===== src/rtl/jzjpcc_pkg.sv =====
// Shared types for the jzjpcc stage tag pipeline.
// Defines the per-stage tag bundles and their bubble encodings.
package jzjpcc_pkg;

    // Tag carried from decode into execute; rs1/rs2 are needed there for
    // hazard/bypass matching.
    typedef struct packed {
        logic       valid;
        logic [4:0] rs1Addr;
        logic [4:0] rs2Addr;
        logic [4:0] rdAddr;
        logic       rdWriteEnable;
        logic       rdSource;
    } stage_tag_t;

    // Beyond execute only the destination side of the tag is still consulted.
    typedef struct packed {
        logic       valid;
        logic [4:0] rdAddr;
        logic       rdWriteEnable;
        logic       rdSource;
    } write_tag_t;

    localparam stage_tag_t TAG_BUBBLE = '0;
    localparam write_tag_t WTAG_BUBBLE = '0;

    function automatic write_tag_t to_write_tag(stage_tag_t t);
        write_tag_t w;
        w.valid         = t.valid;
        w.rdAddr        = t.rdAddr;
        w.rdWriteEnable = t.rdWriteEnable;
        w.rdSource      = t.rdSource;
        return w;
    endfunction

endpackage


===== src/rtl/jzjpcc_stage_reg.sv =====
// Generic pipeline register: async reset to BUBBLE, flush > stall > load.
// Ports: clock, reset, flush (load bubble), stall (hold), d, q.
module jzjpcc_stage_reg #(
    parameter type T      = logic,
    parameter T    BUBBLE = '0
) (
    input  logic clock,
    input  logic reset,
    input  logic flush,
    input  logic stall,
    input  T     d,
    output T     q
);

    T stage_q;
    T stage_d;

    always_comb begin
        stage_d = d;
        if (flush) begin
            stage_d = BUBBLE;
        end else if (stall) begin
            stage_d = stage_q;
        end
    end

    always_ff @(posedge clock or posedge reset) begin
        if (reset) begin
            stage_q <= BUBBLE;
        end else begin
            stage_q <= stage_d;
        end
    end

    assign q = stage_q;

endmodule


===== src/rtl/jzjpcc_stage_tag_pipeline.sv =====
// Carries register-use tags and result data decode -> execute -> memory -> writeback,
// feeds the hazard unit its tags/bypass value, and counts retired instructions.
// Ports: decode tags + valid, stall_decode/flush_execute, aluResult_execute,
// loadData_memory in; execute/memory/writeback tags, aluResult_memory,
// rd_writebackEnd and retired out.
module jzjpcc_stage_tag_pipeline
    import jzjpcc_pkg::*;
#(
    parameter int XLEN         = 32,
    parameter int RETIRE_WIDTH = 64
) (
    input  logic                    clock,
    input  logic                    reset,
    input  logic [4:0]              rs1Addr_decode,
    input  logic [4:0]              rs2Addr_decode,
    input  logic [4:0]              rdAddr_decode,
    input  logic                    rdWriteEnable_decode,
    input  logic                    rdSource_decode,
    input  logic                    valid_decode,
    input  logic                    stall_decode,
    input  logic                    flush_execute,
    input  logic [XLEN-1:0]         aluResult_execute,
    input  logic [XLEN-1:0]         loadData_memory,
    output logic [4:0]              rs1Addr_execute,
    output logic [4:0]              rs2Addr_execute,
    output logic [4:0]              rdAddr_execute,
    output logic                    rdWriteEnable_execute,
    output logic                    rdSource_execute,
    output logic [4:0]              rdAddr_memory,
    output logic                    rdWriteEnable_memory,
    output logic                    rdSource_memory,
    output logic [XLEN-1:0]         aluResult_memory,
    output logic [4:0]              rdAddr_writeback,
    output logic                    rdWriteEnable_writeback,
    output logic [XLEN-1:0]         rd_writebackEnd,
    output logic [RETIRE_WIDTH-1:0] retired
);

    typedef struct packed {
        write_tag_t      tag;
        logic [XLEN-1:0] alu;
    } mem_slot_t;

    typedef struct packed {
        write_tag_t      tag;
        logic [XLEN-1:0] alu;
        logic [XLEN-1:0] load;
    } wb_slot_t;

    stage_tag_t tag_decode;
    stage_tag_t tag_execute;
    mem_slot_t  mem_d;
    mem_slot_t  mem_q;
    wb_slot_t   wb_d;
    wb_slot_t   wb_q;

    logic [RETIRE_WIDTH-1:0] retired_d;
    logic [RETIRE_WIDTH-1:0] retired_q;

    // Invalid decode slots enter as a clean bubble; writes to x0 are
    // dropped here so no later stage ever advertises a write to x0.
    always_comb begin
        tag_decode = TAG_BUBBLE;
        if (valid_decode) begin
            tag_decode.valid         = 1'b1;
            tag_decode.rs1Addr       = rs1Addr_decode;
            tag_decode.rs2Addr       = rs2Addr_decode;
            tag_decode.rdAddr        = rdAddr_decode;
            tag_decode.rdWriteEnable = rdWriteEnable_decode
                                     & (rdAddr_decode != 5'd0);
            tag_decode.rdSource      = rdSource_decode;
        end
    end

    jzjpcc_stage_reg #(
        .T      (stage_tag_t),
        .BUBBLE (TAG_BUBBLE)
    ) u_execute (
        .clock (clock),
        .reset (reset),
        .flush (flush_execute),
        .stall (stall_decode),
        .d     (tag_decode),
        .q     (tag_execute)
    );

    // Bubbles carry zero data.
    always_comb begin
        mem_d.tag = to_write_tag(tag_execute);
        mem_d.alu = tag_execute.valid ? aluResult_execute : '0;
    end

    jzjpcc_stage_reg #(
        .T      (mem_slot_t),
        .BUBBLE ('0)
    ) u_memory (
        .clock (clock),
        .reset (reset),
        .flush (1'b0),
        .stall (1'b0),
        .d     (mem_d),
        .q     (mem_q)
    );

    always_comb begin
        wb_d.tag  = mem_q.tag;
        wb_d.alu  = mem_q.alu;
        wb_d.load = mem_q.tag.valid ? loadData_memory : '0;
    end

    jzjpcc_stage_reg #(
        .T      (wb_slot_t),
        .BUBBLE ('0)
    ) u_writeback (
        .clock (clock),
        .reset (reset),
        .flush (1'b0),
        .stall (1'b0),
        .d     (wb_d),
        .q     (wb_q)
    );

    always_comb begin
        retired_d = retired_q + RETIRE_WIDTH'(wb_q.tag.valid);
    end

    always_ff @(posedge clock or posedge reset) begin
        if (reset) begin
            retired_q <= '0;
        end else begin
            retired_q <= retired_d;
        end
    end

    assign rs1Addr_execute         = tag_execute.rs1Addr;
    assign rs2Addr_execute         = tag_execute.rs2Addr;
    assign rdAddr_execute          = tag_execute.rdAddr;
    assign rdWriteEnable_execute   = tag_execute.rdWriteEnable;
    assign rdSource_execute        = tag_execute.rdSource;
    assign rdAddr_memory           = mem_q.tag.rdAddr;
    assign rdWriteEnable_memory    = mem_q.tag.rdWriteEnable;
    assign rdSource_memory         = mem_q.tag.rdSource;
    assign aluResult_memory        = mem_q.alu;
    assign rdAddr_writeback        = wb_q.tag.rdAddr;
    assign rdWriteEnable_writeback = wb_q.tag.rdWriteEnable;
    assign rd_writebackEnd         = wb_q.tag.rdSource ? wb_q.load : wb_q.alu;
    assign retired                 = retired_q;

endmodule


===== config.mk =====
export PLATFORM = sky130hd
export DESIGN_NAME = jzjpcc_stage_tag_pipeline
export DESIGN_NICKNAME = d
export VERILOG_FILES = /design/src/rtl/jzjpcc_pkg.sv /design/src/rtl/jzjpcc_stage_reg.sv /design/src/rtl/jzjpcc_stage_tag_pipeline.sv
export SDC_FILE = /design/constraint.sdc
export NUM_CORES = 1
export LEC_CHECK = 0
export CAP_MARGIN = 30
export CORE_ASPECT_RATIO = 0.9
export CORE_UTILIZATION = 49
export CTS_CLUSTER_SIZE = 10
export DETAILED_ROUTE_END_ITERATION = 12
export HOLD_SLACK_MARGIN = 0.08
export PLACE_DENSITY = 0.8
export SYNTH_ARGS = -nofsm -noshare
export SYNTH_HDL_FRONTEND = slang
export SYNTH_HIERARCHICAL = 1
export SYNTH_SLANG_ARGS = --single-unit

===== constraint.sdc =====
create_clock -name clock -period 2.9 [get_ports clock]
set_input_delay 0.87 -clock clock [delete_from_list [all_inputs] [get_ports clock]]
set_output_delay 0.87 -clock clock [all_outputs]
set_load 0.05 [all_outputs]

# --- Yosys cells after proc, flatten, opt, wreduce, memory -nomap -nowiden ---
# Cells that the tools add are included.
word_totals:
  reg_bits: 194
  inputBits: 86
  out_inout_bits: 158
  word_cells: 28
op_classes:
  addsub: 1
  n_eq_ne: 1
  n_mux: 6
  n_bitwise: 1
  reduce_logical: 1
ops:
  columns: ["operator", "n"]
  rows:
  - ["$mux W32", 3]
  - ["$add A64 B1 Y64", 1]
  - ["$mux W18", 3]
  - ["$reduce_bool A5 Y1", 1]
  - ["$ne A2 B1 Y1 const B", 1]
  - ["$and A1 B1 Y1", 1]

# --- Depth between registers and ports, before layout ---
# Gate-level depths: netlist of the first run.
depth:
  word_depth: 5
  mapped_depth: 9
  mapped_depth_nobuf: 7

# --- By module ---
# The synthesis of the first run kept the hierarchy.
by_module_without_submodules:
  columns: ["mod", "n_inst", "cells_each", "area_each_um2"]
  rows:
  - ["jzjpcc_stage_tag_pipeline", 1, 410, 3967.6]
  - ["jzjpcc_stage_reg (u_writeback)", 1, 233, 2944.1]
  - ["jzjpcc_stage_reg (u_memory)", 1, 130, 1661.6]
  - ["jzjpcc_stage_reg (u_execute)", 1, 59, 743.2]

# --- Worst setup path after synthesis of the first run ---
# No wires, ideal clock.
synth_path:
  path_type: "register -> register"
  startpoint: "register retired_q[0], in the netlist retired[0]"
  endpoint: "register retired_q[60], in the netlist retired[60]"
  setup_time_ns: 0.145
  arrival_time_ns: 2.240
  setup_slack_ns: 0.516
  path_stages_with_launch: 10
  n_path_buf: 2
  synth_period_minus_slack_ns: 2.384
  cell_sequence: "dfrtp_1 ha_1 ha_1 and3_1 buf_4 nor3b_4 buf_6 nand4_1 nor4_1 xor2_1"
synth_via:
  elab_chain_cells: 1
synth_rtl:
  columns: ["element", "line", "text"]
  rows:
  - ["start: declaration", "jzjpcc_stage_tag_pipeline.sv:58", "logic [RETIRE_WIDTH-1:0] retired_q;"]
  - ["start signal: assignment", "jzjpcc_stage_tag_pipeline.sv:131", "retired_q <= retired_d;"]
  - ["$add A64 B1 Y64", "jzjpcc_stage_tag_pipeline.sv:124", "retired_d = retired_q + RETIRE_WIDTH'(wb_q.tag.valid);"]
  - ["via retired_d[60]", "jzjpcc_stage_tag_pipeline.sv:57", "logic [RETIRE_WIDTH-1:0] retired_d;"]
# The timed path passes the listed nets, and every way through them passes these cells.
# A chain may end at the register's enable or synchronous reset.

# --- Worst setup path in the final report of the first run ---
layout_path:
  startpoint: "register retired_q[4], in the netlist retired[4]"
  endpoint: "output port retired[4]"
layout_rtl:
  columns: ["element", "line", "text"]
  rows:
  - ["end: declaration", "jzjpcc_stage_tag_pipeline.sv:36", "output logic [RETIRE_WIDTH-1:0] retired"]
# No word-level cell between the ends.

==> results of run 1 <==
worst reg2reg max path, cell delays in order (launching register included):
cell and delay (ns):
dfrtp_1 0.45, nand3_2 0.21, nor4_1 0.62, nand4_1 0.39
nor4_1 0.41, xor2_1 0.17
final timing paths:
kind,start,to,slack (ns),cells after the start
setup reg to reg,retired[35]$_DFF_PP0_,retired[56]$_DFF_PP0_,0.57,5
hold reg to reg,retired[63]$_DFF_PP0_,retired[63]$_DFF_PP0_,0.49,1
hold / removal,retired[63]$_DFF_PP0_,retired[63]$_DFF_PP0_,0.49,1
min in group asynchronous,reset,retired[58]$_DFF_PP0_,0.89,2
max in group asynchronous,reset,u_writeback/q[36]$_DFFE_PP0P_,1.43,3
setup / recovery,retired[4]$_DFF_PP0_,retired[4],0.27,1
cell families after synthesis:
| group | Yosys count |
|---|---|
| other | 1 |
| buffers and inverters | 55 |
| and+or+nand+nor | 355 |
| muxes | 162 |
| adders and majority gates | 2 |
| AOI/OAI and AO/OA | 1 |
| DFF | 194 |
| xor gates and xnor gates | 62 |
layout make-up:
cell class	instances	area (um^2)	area share
sequential	194	4850	0.379
multi-input combinational	589	4080	0.319
timing repair buffer	256	2910	0.227
clock buffer	18	439	0.0343
tap	245	307	0.0240
clock inverter	14	169	0.0132
inverter	11	42.5	0.00332
synth_stat cells, drive strengths merged:
library cell and n:
dfrtp 194, nor2 154, mux2i 130, and2 82
xor2 34, mux2 32, xnor2 28, buf 27
nand3 27, nand2 24, nand4 20, clkbuf 17
nor3 15, nor4 13, inv 11, and3 10
and4 4, ha 2, or3 2, conb 1
nand4b 1, nor3b 1, nor4bb 1, o311a 1
or4 1
power groups by stage:
stage | Sequential, mW | Combinational [mW] | Clock [mW]
floorplan | 2.96 | 0.269 | 0
global placement | 2.84 | 0.609 | 0
detailed placement | 2.84 | 0.616 | 0
CTS | 2.79 | 0.619 | 2.45
global route | 2.80 | 0.685 | 2.57
finish | 2.79 | 0.637 | 2.39
sequential cells by signal (all words and copies together) (netlist names):
signal / cells
u_execute/q: 18
u_memory/q: 40
retired: 64
u_writeback/q: 72
layer usage:
metal  up-vias  share of wire
li1       3272              -
met1      3417           0.43
met2       201           0.49
met3        26          0.058
met4         0          0.018
met5         -              0
layout by cell type (no fill, tap or decap), types with 26 or more instances in the layout:
master,instances
nand3_1,26
clkdlybuf4s50_1,211
nor2_1,154
mux2i_1,130
xor2_1,34
mux2_2,32
xnor2_1,28
buf_12,35
dfrtp_1,194
and2_1,81
==> flow_metrics.py, run 1 <==
metrics = {
    "outcome": {
        "status": "completed",
    },
    "run": {
        "drv_cap": 0,
    },
    "power": {
        "p_leak_nw": 6.06,
        "internal_power_mw": 4.34,
        "p_comb_frac": 0.110,
        "ir_drop_uv": 338,
        "p_seq_frac": 0.479,
        "swShare": 0.254,
        "power_switching_mw": 1.48,
        "p_per_area_nw_per_um2": 455,
        "p_clk_frac": 0.411,
        "power_mw": 5.82,
    },
    "setup_path": {
        "cp.required_ns": 2.03,
        "path_buf_inv": 1,
        "cpMaxStageDelayCell": "clkdlybuf4s50_1",
        "end_kind": "primary output",
        "arrival_ns": 1.76,
        "startpoint_type": "flip-flop",
        "cp_max_fo": 6,
        "path_class": "reg2out",
        "worstPathCellList": "clkdlybuf4s50_1",
        "critPathMaxStageDelay_ns": 0.86,
        "critPathTopFamily": "buffers and inverters",
    },
    "clock_network": {
        "ctsRootBufferMaster": "clkbuf_16",
        "cts_max_path_buffers": 2,
        "clock_latency_ns": 0.42,
        "cts.sinks": 194,
        "cts-buffers-inserted": 17,
        "cts_max_level": 4,
        "cts_resized": 0,
        "cts_tree": "built",
        "cts_setup_buffers": 0,
        "cts_hold_buf": 0,
        "clk_pin_slew_ns": 0.07,
    },
    "floorplanning": {
        "coreArea_um2": 18500,
        "num_rows": 47,
        "initial_utilization": 0.503,
        "die_w_um": 147,
        "die_h_um": 133,
        "die_area_um2": 19600,
        "pin_count": 244,
    },
    "cells_and_area": {
        "layout-drive-gt1-share": 0.113,
        "final_area_um2": 12800,
        "fin_cells": 1327,
        "filler_cell_count": 1416,
        "final_core_util": 0.691,
        "antenna_cells": 0,
        "fin_nets": 1157,
        "syn2layout_area_growth_pct": 37.4,
    },
    "logic_synthesis": {
        "synthAdderAreaFrac": 0.00269,
        "syn-cell-area_um2": 9320,
        "syn_area_per_cell_um2": 11.2,
        "yosys_warnings": 6,
        "yosysUniqueCellTypes": 36,
        "syn_inst": 832,
        "synth-simple-area-share": 0.194,
        "yosys.area.top_type": "dfrtp_1",
        "synthXorXnorAreaFrac": 0.0583,
        "synth_top_family_by_area": "simple AND/OR/NAND/NOR gates",
        "synth_top_area_share": 0.521,
        "synthMuxAreaShare": 0.178,
        "yosysSeqAreaShare": 0.521,
        "synth-compound-area-share": 0.00107,
        "synth.ff_latch_count": 194,
        "synthTopCellsByArea": "dfrtp_1, mux2i_1, nor2_1",
    },
    "global_route": {
        "met2_usage": 0.411,
        "grt_most_used_layer": "met2",
        "met1_usage": 0.326,
        "grt_util_met3": 0.0614,
        "grt_start_max_net_pins": 73,
        "grt_pass1_vias": 7201,
        "grt_util_all_layers": 0.249,
        "grt-ovfl-total": 0,
        "grt_pass1_wl_um": 38200,
        "antenna_found_initial": 0,
    },
    "route": {
        "wl_um": 23400,
        "antenna_left": 0,
        "first_iter_violations": 394,
        "wl_per_cell_um": 17.6,
        "vias_per_cell": 5.21,
        "drt_pre_antenna_iters": 5,
        "drc": 0,
        "dr_total_vias": 6916,
    },
    "timing": {
        "fin_crit_sh": 0.907,
        "setup_viol": 0,
        "fmax_ghz": 0.380,
        "slew_headroom": 0.537,
        "drv_slew": 0,
        "worst_pin_slew_ns": 0.694,
        "finalClockSkew_ns": 0.00914,
        "hold_viol": 0,
        "period_minus_slack_ns": 2.63,
        "timing.hold.ws_ns": 0.486,
        "rsz0062_at_grt": "no",
        "setup_slack_ns": 0.270,
        "finalSetupTns_ns": 0,
    },
    "placement": {
        "dpl_cell_area_um2": 12200,
        "routabilityCongestion": 0.878,
        "port-buffer-count": 243,
        "dp_slack_ns": 0.639,
        "placedCellCount": 1294,
        "dpl.hpwl_um": 16200,
    },
    "worst_hold_path": {
        "holdCritPathClass": "reg2reg",
    },
}
Note: power is estimated with default switching activity, not from simulation.
==> run 2: changes to the inputs <==
--- a/config.mk
+++ b/config.mk
@@ -11,7 +11,9 @@
 export CTS_CLUSTER_SIZE = 10
 export DETAILED_ROUTE_END_ITERATION = 12
 export HOLD_SLACK_MARGIN = 0.08
+export MAX_ROUTING_LAYER = met4
 export PLACE_DENSITY = 0.8
+export SETUP_SLACK_MARGIN = 0.1
 export SYNTH_ARGS = -nofsm -noshare
 export SYNTH_HDL_FRONTEND = slang
 export SYNTH_HIERARCHICAL = 1
==> flow_metrics.py, run 2 (same netlist as run 1, synthesis figures left out) <==
metrics = {
    "timing": {
        "setup_viol": 0,
        "worst_pin_slew_ns": 0.696,
        "fin_crit_sh": 0.909,
        "slew_headroom": 0.535,
        "rsz0062_at_grt": "no",
        "fmax_ghz": 0.379,
        "hold_viol": 0,
        "finalSetupTns_ns": 0,
        "drv_slew": 0,
        "period_minus_slack_ns": 2.64,
        "finalClockSkew_ns": 0.0118,
    },
    "global_route": {
        "grt-ovfl-total": 0,
        "grt_util_all_layers": 0.257,
        "antenna_found_initial": 0,
        "grt_pass1_wl_um": 38100,
        "grt_start_max_net_pins": 73,
        "grt_pass1_vias": 7215,
    },
    "floorplanning": {
        "pin_count": 244,
        "die_w_um": 147,
        "die_h_um": 133,
        "initial_utilization": 0.503,
        "die_area_um2": 19600,
        "coreArea_um2": 18500,
        "num_rows": 47,
    },
    "setup_path": {
        "cp_max_fo": 6,
        "startpoint_type": "flip-flop",
        "cp.required_ns": 2.03,
        "path_class": "reg2out",
        "critPathTopFamily": "buffers and inverters",
        "cpMaxStageDelayCell": "clkdlybuf4s50_1",
        "path_buf_inv": 1,
        "worstPathCellList": "clkdlybuf4s50_1",
        "end_kind": "primary output",
        "arrival_ns": 1.77,
        "critPathMaxStageDelay_ns": 0.86,
    },
    "clock_network": {
        "cts_max_level": 4,
        "ctsRootBufferMaster": "clkbuf_16",
        "cts_tree": "built",
        "cts_resized": 0,
        "cts-buffers-inserted": 17,
        "clk_pin_slew_ns": 0.07,
        "cts_hold_buf": 0,
        "cts_setup_buffers": 0,
        "cts_max_path_buffers": 2,
        "clock_latency_ns": 0.43,
        "cts.sinks": 194,
    },
    "route": {
        "wl_um": 23400,
        "dr_total_vias": 6965,
        "drc": 0,
        "first_iter_violations": 453,
        "drt_pre_antenna_iters": 5,
        "wl_per_cell_um": 17.6,
        "antenna_left": 0,
        "vias_per_cell": 5.25,
    },
    "power": {
        "p_comb_frac": 0.109,
        "p_seq_frac": 0.479,
        "ir_drop_uv": 342,
        "p_clk_frac": 0.412,
        "p_leak_nw": 6.06,
        "power_switching_mw": 1.48,
        "p_per_area_nw_per_um2": 455,
        "swShare": 0.255,
        "internal_power_mw": 4.34,
    },
    "placement": {
        "dpl.hpwl_um": 16200,
        "routabilityCongestion": 0.892,
        "port-buffer-count": 243,
        "placedCellCount": 1294,
    },
    "run": {
        "drv_cap": 0,
    },
    "worst_hold_path": {
        "holdCritPathClass": "reg2reg",
    },
    "cells_and_area": {
        "final_common_cell": "clkdlybuf4s50_1",
        "final_cell_mix": "clkdlybuf4s50_1, dfrtp_1, nor2_1, mux2i_1, and2_1",
        "fin_nets": 1157,
        "antenna_cells": 0,
        "largest_reg_flops": 72,
        "syn2layout_area_growth_pct": 37.4,
        "layout-drive-gt1-share": 0.113,
        "fin_cells": 1327,
    },
    "outcome": {
        "status": "completed",
    },
}
[run 2: layout make-up]
cell class | count | area (um^2)
clock buffer | 18 | 439
clock inverter | 14 | 169
fill | 1416 | 5730
inverter | 11 | 42.5
multi-input combinational | 589 | 4080
sequential | 194 | 4850
tap | 245 | 307
timing repair buffer | 256 | 2910
[run 2: worst paths after layout]
path	from	end	slack (ns)	cells after the start
setup / recovery	retired[4]$_DFF_PP0_	retired[4]	0.26	1
setup reg to reg	retired[35]$_DFF_PP0_	retired[56]$_DFF_PP0_	0.64	5
min in group asynchronous	reset	retired[58]$_DFF_PP0_	0.88	2
max in group asynchronous	reset	u_writeback/q[4]$_DFFE_PP0P_	1.43	3
hold / removal	retired[63]$_DFF_PP0_	retired[63]$_DFF_PP0_	0.49	1
hold reg to reg	retired[63]$_DFF_PP0_	retired[63]$_DFF_PP0_	0.49	1
[run 2: power groups by stage]
stage          Sequential (mW)  Clock [mW]  Combinational, mW
4_1_cts                   2.79        2.45              0.619
5_1_grt                   2.80        2.57              0.684
3_5_place_dp              2.84           0              0.616
6_report                  2.79        2.40              0.638
3_3_place_gp              2.84           0              0.609
2_1_floorplan             2.96           0              0.269
[run 2: routing by layer]
layer | GRT usage | up-vias | share of wire
li1 | - | 3277 | -
met1 | 0.325 | 3457 | 0.43
met2 | 0.412 | 204 | 0.49
met3 | 0.0586 | 27 | 0.055
met4 | 0.0750 | 0 | 0.017
met5 | - | - | 0
[run 2: stage by stage]
step | hold slack [ns] | cell area, um^2 | setup WS, ns | util | power (mW)
after floorplan | 0.466 | 9340 | 0.205 | - | 3.23
after global placement | 0.463 | 12200 | 0.642 | 0.657 | 3.45
after detailed placement | 0.471 | 12200 | 0.639 | 0.657 | 3.46
after CTS | 0.484 | 12800 | 0.247 | 0.689 | 5.86
after global routing | 0.513 | 12800 | 0.198 | 0.691 | 6.05
final | 0.487 | 12800 | 0.265 | 0.691 | 5.83
